`src/rtl/third_loop_fsm.sv`:
```
// RC4 keystream (PRGA) sequencer: walks the S-box RAM, decrypts MSG_LEN message
// bytes into the output RAM and flags runs whose plaintext is not lowercase/space.
module third_loop_fsm #(
    parameter int MSG_LEN = 32
) (
    input  logic       clk,
    input  logic       reset_n,
    input  logic       start_L3,
    input  logic [7:0] q_loop3,
    input  logic [7:0] message_data,
    input  logic [7:0] out_q,
    output logic [7:0] address_loop3,
    output logic [7:0] data_loop3,
    output logic       wren_loop3,
    output logic [7:0] message_address,
    output logic [7:0] out_address,
    output logic [7:0] out_data,
    output logic       out_wren,
    output logic       finish_L3,
    output logic       run_again
);

    typedef enum logic [11:0] {
        IDLE      = 12'd0,
        INIT      = 12'd1,
        INC_I     = 12'd2,
        WAIT_SI   = 12'd3,
        READ_SI   = 12'd4,
        CALC_J    = 12'd5,
        WAIT_SJ   = 12'd6,
        READ_SJ   = 12'd7,
        WRITE_I   = 12'd8,
        WRITE_J   = 12'd9,
        ADDR_F    = 12'd10,
        WAIT_F    = 12'd11,
        READ_F    = 12'd12,
        WRITE_OUT = 12'd13,
        NEXT      = 12'd14,
        DONE      = 12'd15
    } state_t;

    localparam logic [8:0] LEN9 = 9'(MSG_LEN);

    state_t     state, state_next;
    logic [7:0] i_reg, i_next, j_reg, j_next, k_reg, k_next;
    logic [7:0] si_reg, si_next, sj_reg, sj_next, f_reg, f_next, msg_reg, msg_next;
    logic [7:0] addr_next, data_next, maddr_next, oaddr_next, odata_next;
    logic       wren_next, owren_next, finish_next, again_next;
    logic       last_byte;

    // The output-RAM read port is reserved; fold it so it is visibly consumed.
    logic unused_out_q;
    assign unused_out_q = ^out_q;

    // 9-bit compare so MSG_LEN = 256 terminates after k wraps from 255.
    assign last_byte = (({1'b0, k_reg} + 9'd1) == LEN9);

    // Write strobes and the output byte are set up on entry to their state so
    // they are asserted exactly while the FSM sits in WRITE_I/WRITE_J/WRITE_OUT/DONE.
    always_comb begin
        state_next  = state;
        i_next      = i_reg;
        j_next      = j_reg;
        k_next      = k_reg;
        si_next     = si_reg;
        sj_next     = sj_reg;
        f_next      = f_reg;
        msg_next    = msg_reg;
        addr_next   = address_loop3;
        data_next   = data_loop3;
        wren_next   = 1'b0;
        maddr_next  = message_address;
        oaddr_next  = out_address;
        odata_next  = out_data;
        owren_next  = 1'b0;
        finish_next = 1'b0;
        again_next  = run_again;
        case (state)
            IDLE: if (start_L3) state_next = INIT;
            INIT: begin
                i_next     = 8'd0;
                j_next     = 8'd0;
                k_next     = 8'd0;
                maddr_next = 8'd0;
                again_next = 1'b0;
                state_next = INC_I;
            end
            INC_I: begin
                i_next     = i_reg + 8'd1;
                addr_next  = i_reg + 8'd1;
                state_next = WAIT_SI;
            end
            WAIT_SI: state_next = READ_SI;
            READ_SI: begin
                si_next    = q_loop3;
                state_next = CALC_J;
            end
            CALC_J: begin
                j_next     = j_reg + si_reg;
                addr_next  = j_reg + si_reg;
                state_next = WAIT_SJ;
            end
            WAIT_SJ: state_next = READ_SJ;
            READ_SJ: begin
                sj_next    = q_loop3;
                addr_next  = i_reg;
                data_next  = q_loop3;
                wren_next  = 1'b1;
                state_next = WRITE_I;
            end
            WRITE_I: begin
                addr_next  = j_reg;
                data_next  = si_reg;
                wren_next  = 1'b1;
                state_next = WRITE_J;
            end
            WRITE_J: state_next = ADDR_F;
            ADDR_F: begin
                addr_next  = si_reg + sj_reg;
                state_next = WAIT_F;
            end
            WAIT_F: state_next = READ_F;
            READ_F: begin
                f_next     = q_loop3;
                msg_next   = message_data;
                oaddr_next = k_reg;
                odata_next = q_loop3 ^ message_data;
                owren_next = 1'b1;
                state_next = WRITE_OUT;
            end
            WRITE_OUT: begin
                if (!(out_data == 8'h20 || (out_data >= 8'h61 && out_data <= 8'h7a)))
                    again_next = 1'b1;
                state_next = NEXT;
            end
            NEXT: begin
                k_next     = k_reg + 8'd1;
                maddr_next = k_reg + 8'd1;
                if (last_byte) begin
                    finish_next = 1'b1;
                    state_next  = DONE;
                end else begin
                    state_next  = INC_I;
                end
            end
            DONE: state_next = IDLE;
            default: state_next = IDLE;
        endcase
    end

    always_ff @(posedge clk or posedge reset_n) begin
        if (reset_n) begin
            state           <= IDLE;
            i_reg           <= 8'd0;
            j_reg           <= 8'd0;
            k_reg           <= 8'd0;
            si_reg          <= 8'd0;
            sj_reg          <= 8'd0;
            f_reg           <= 8'd0;
            msg_reg         <= 8'd0;
            address_loop3   <= 8'd0;
            data_loop3      <= 8'd0;
            wren_loop3      <= 1'b0;
            message_address <= 8'd0;
            out_address     <= 8'd0;
            out_data        <= 8'd0;
            out_wren        <= 1'b0;
            finish_L3       <= 1'b0;
            run_again       <= 1'b0;
        end else begin
            state           <= state_next;
            i_reg           <= i_next;
            j_reg           <= j_next;
            k_reg           <= k_next;
            si_reg          <= si_next;
            sj_reg          <= sj_next;
            f_reg           <= f_next;
            msg_reg         <= msg_next;
            address_loop3   <= addr_next;
            data_loop3      <= data_next;
            wren_loop3      <= wren_next;
            message_address <= maddr_next;
            out_address     <= oaddr_next;
            out_data        <= odata_next;
            out_wren        <= owren_next;
            finish_L3       <= finish_next;
            run_again       <= again_next;
        end
    end

endmodule

```
`config.mk`:
```
export PLATFORM = sky130hd
export DESIGN_NAME = third_loop_fsm
export DESIGN_NICKNAME = d
export VERILOG_FILES = /design/src/rtl/third_loop_fsm.sv
export SDC_FILE = /design/constraint.sdc
export NUM_CORES = 1
export LEC_CHECK = 0
export ABC_AREA = 1
export ABC_CLOCK_PERIOD_IN_PS = 4700
export CAP_MARGIN = 40
export CORE_MARGIN = 1
export CORE_UTILIZATION = 35
export CTS_BUF_LIST = sky130_fd_sc_hd__clkbuf_16
export CTS_CLUSTER_SIZE = 40
export DETAILED_ROUTE_END_ITERATION = 12
export GPL_ROUTABILITY_DRIVEN = 0
export PLACE_DENSITY_LB_ADDON = 0.15
export RECOVER_POWER = 25
export SYNTH_ARGS = -nofsm -noshare
export SYNTH_HDL_FRONTEND = slang
export SYNTH_SLANG_ARGS = --single-unit
```
`constraint.sdc`:
```
create_clock -name clk -period 4.7 [get_ports clk]
set_input_delay 0.94 -clock clk [delete_from_list [all_inputs] [get_ports clk]]
set_output_delay 0.94 -clock clk [all_outputs]
set_load 0.02 [all_outputs]
```
==> flow_summary.ini <==
[yosys]
syn-instance-count = 537
avgSynthCellArea_um2 = 8.10
ys_seq_area_frac = 0.460
netlist_area_um2 = 4350
synthDominantCellAreaShare = 0.460
async_flop_share = 1.00
synth_common_cells = nand2_1 (153), dfrtp_1 (80), inv_1 (61)
synth_edf_count = 0
synth_top_area_cell = dfrtp_1
yosysUniqueCellTypes = 33
synth-seq-cells = 80
ys_top_cells_by_area = dfrtp_1 (46%), nand2_1 (13%), nand3_1 (6.6%)
synth_nets = 582
synth_most_common_cell = nand2_1
synth_top_flop_cell = dfrtp_1
yosys_warnings = 0

[floorplanning]
fp.dieH_um = 113
start_util = 0.360
ios = 71
row_count = 40
dieArea_um2 = 12900
core_region_area_um2 = 12100
dieWidth_um = 113

[sta]
maxSlewHeadroom = 0.128
tightest_slew_ns = 1.30
tns_ns = 0
min_period_over_period = 0.515
setup_viol = 0
finalMaxSlewViolations = 0
max_freq_ghz = 0.413
grt_setup_unrepaired = false
finalHoldViolCount = 0
finalCriticalPeriod_ns = 2.42
skew_ns = 0.00796

[grt]
grt_overflow = 0
antenna_found_initial = 0
grt_max_degree = 31
grt_use_met1 = 0.244
grtUsageMet3 = 0.0425
grt_pass1_vias = 3640
grt_pass1_wl_mm = 17.9
grt_busiest_layer = met2
grt_use_total = 0.179
grtUsageMet2 = 0.283

[setup_path]
cp.arrival_ns = 2.92
required_ns = 5.20
path_max_fanout = 30
crit_path_end_kind = asynchronous set/reset pin
worstSetupPathType = input port to asynchronous set/reset pin
start_kind = input port

[clock_network]
post_cts_buffers = 0
htree_levels = 3
clk_pin_slew_ns = 0.06
ctsHoldBuffers = 0
numCtsBuffers = 9
cts_resized = 0
clockBufferDepth = 2
tritoncts = yes
clk_latency_ns = 0.34
cts-root-buf = clkbuf_16
cts_sinks = 80

[outcome]
outcome = finished, final reports clean

[drt]
route.detailed.drc = 0
via_count = 3738
dr.pass1.iters = 4
wire_per_inst_um = 13.8
vias_per_cell = 4.79
drtIter0Drc = 170
routed_wirelength_mm = 10.7
antenna_left = 0

[layout]
fill_cells = 1246
fin_util = 0.448
diodes = 0
area_growth_pct = 24.4
layout-drive-gt1-share = 0.0768
ff_latch_area_um2 = 2000
final_nets = 652
multi_input_area_um2 = 2010

[placed_design]
port_buffers = 62
detailed_place_hpwl_mm = 8.12

[pwr]
p_leak_nw = 2.61
peakVddDrop_mv = 0.269
power_density_nw_per_um2 = 651

[job]
maxCapViolCount = 0

[min_path]
min_path_type = register to register
==> through the flow <==
step	power [mW]	worst slack (ns)	cells	area (um2)	hold WS (ns)
5_1_grt	3.84	2.01	780	5410	0.494
3_5_place_dp	2.94	2.40	764	5180	0.465
4_1_cts	3.59	2.29	780	5440	0.482
2_1_floorplan	2.37	1.71	537	4350	0.453
6_report	3.52	2.28	780	5410	0.476
3_3_place_gp	2.91	2.24	763	5160	0.464
==> logic make-up after synthesis <==
family	Yosys count	synth area share
AO/OA/AOI/OAI	66	0.0829
XOR/XNOR	15	0.0302
adder cells (fa/ha/maj)	18	0.0553
buffers and inverters	78	0.0702
flip-flops	80	0.460
multiplexers	8	0.0207
AND/OR/NAND/NOR	272	0.280
==> path summary, 6_finish.rpt <==
kind / start / to / slack, ns / depth (start not counted)
setup reg to reg: state[3] / address_loop3[1] / 2.44 / 10
hold / removal: address_loop3[6] / address_loop3[6] / 0.48 / 2
max in group clk: k_reg[0] / message_address[0] / 2.31 / 1
min in group asynchronous: reset_n / out_data[1] / 1.33 / 2
setup / recovery: reset_n / si_reg[4] / 2.28 / 4
hold reg to reg: address_loop3[6] / address_loop3[6] / 0.48 / 2
==> per-layer routing <==
metal  vias to the layer above  part of all wire
met1                      1780              0.48
met4                         0            0.0096
met2                        61              0.47
met5                         -                 0
li1                       1889                 -
met3                         8             0.040
==> layout by cell type, fill, tap and decap left out, drive strengths merged, types with 2 or more instances in the layout <==
master	n
nor2	35
nand4	10
clkdlybuf4s50	61
a21oi	9
mux2	8
o21ai	43
fa	2
nand2	160
nor3	5
xnor2	4
nand3	59
clkbuf	9
xor2	11
clkinv	8
a21boi	3
buf	2
or2	2
ha	16
dfrtp	80
o22ai	8
inv	71
==> final cells by class <==
cell class / count / share of cell area
multi-input cells: 379 / 0.371
flip-flops and latches: 80 / 0.370
repair buffers: 64 / 0.120
inverters: 73 / 0.0509
clock buffers: 9 / 0.0416
well taps: 168 / 0.0389
clock inverters: 7 / 0.00717
==> report_power, final <==
| group | switching (mW) | internal (mW) | total (mW) | leakage [nW] |
|---|---|---|---|---|
| Sequential | 0.212 | 0.938 | 1.15 | 1.02 |
| Clock | 0.282 | 0.353 | 0.635 | 0.138 |
| Combinational | 1.04 | 0.698 | 1.73 | 1.45 |
| Total | 1.53 | 1.99 | 3.52 | 2.61 |
==> worst max-delay path, cell delays in order <==
cell	delay (ns)
dlygate4sd3_1	0.55
clkinvlp_2	0.77
buf_12	0.29
buf_4	0.35
Note: power is estimated with default switching activity, not from simulation.
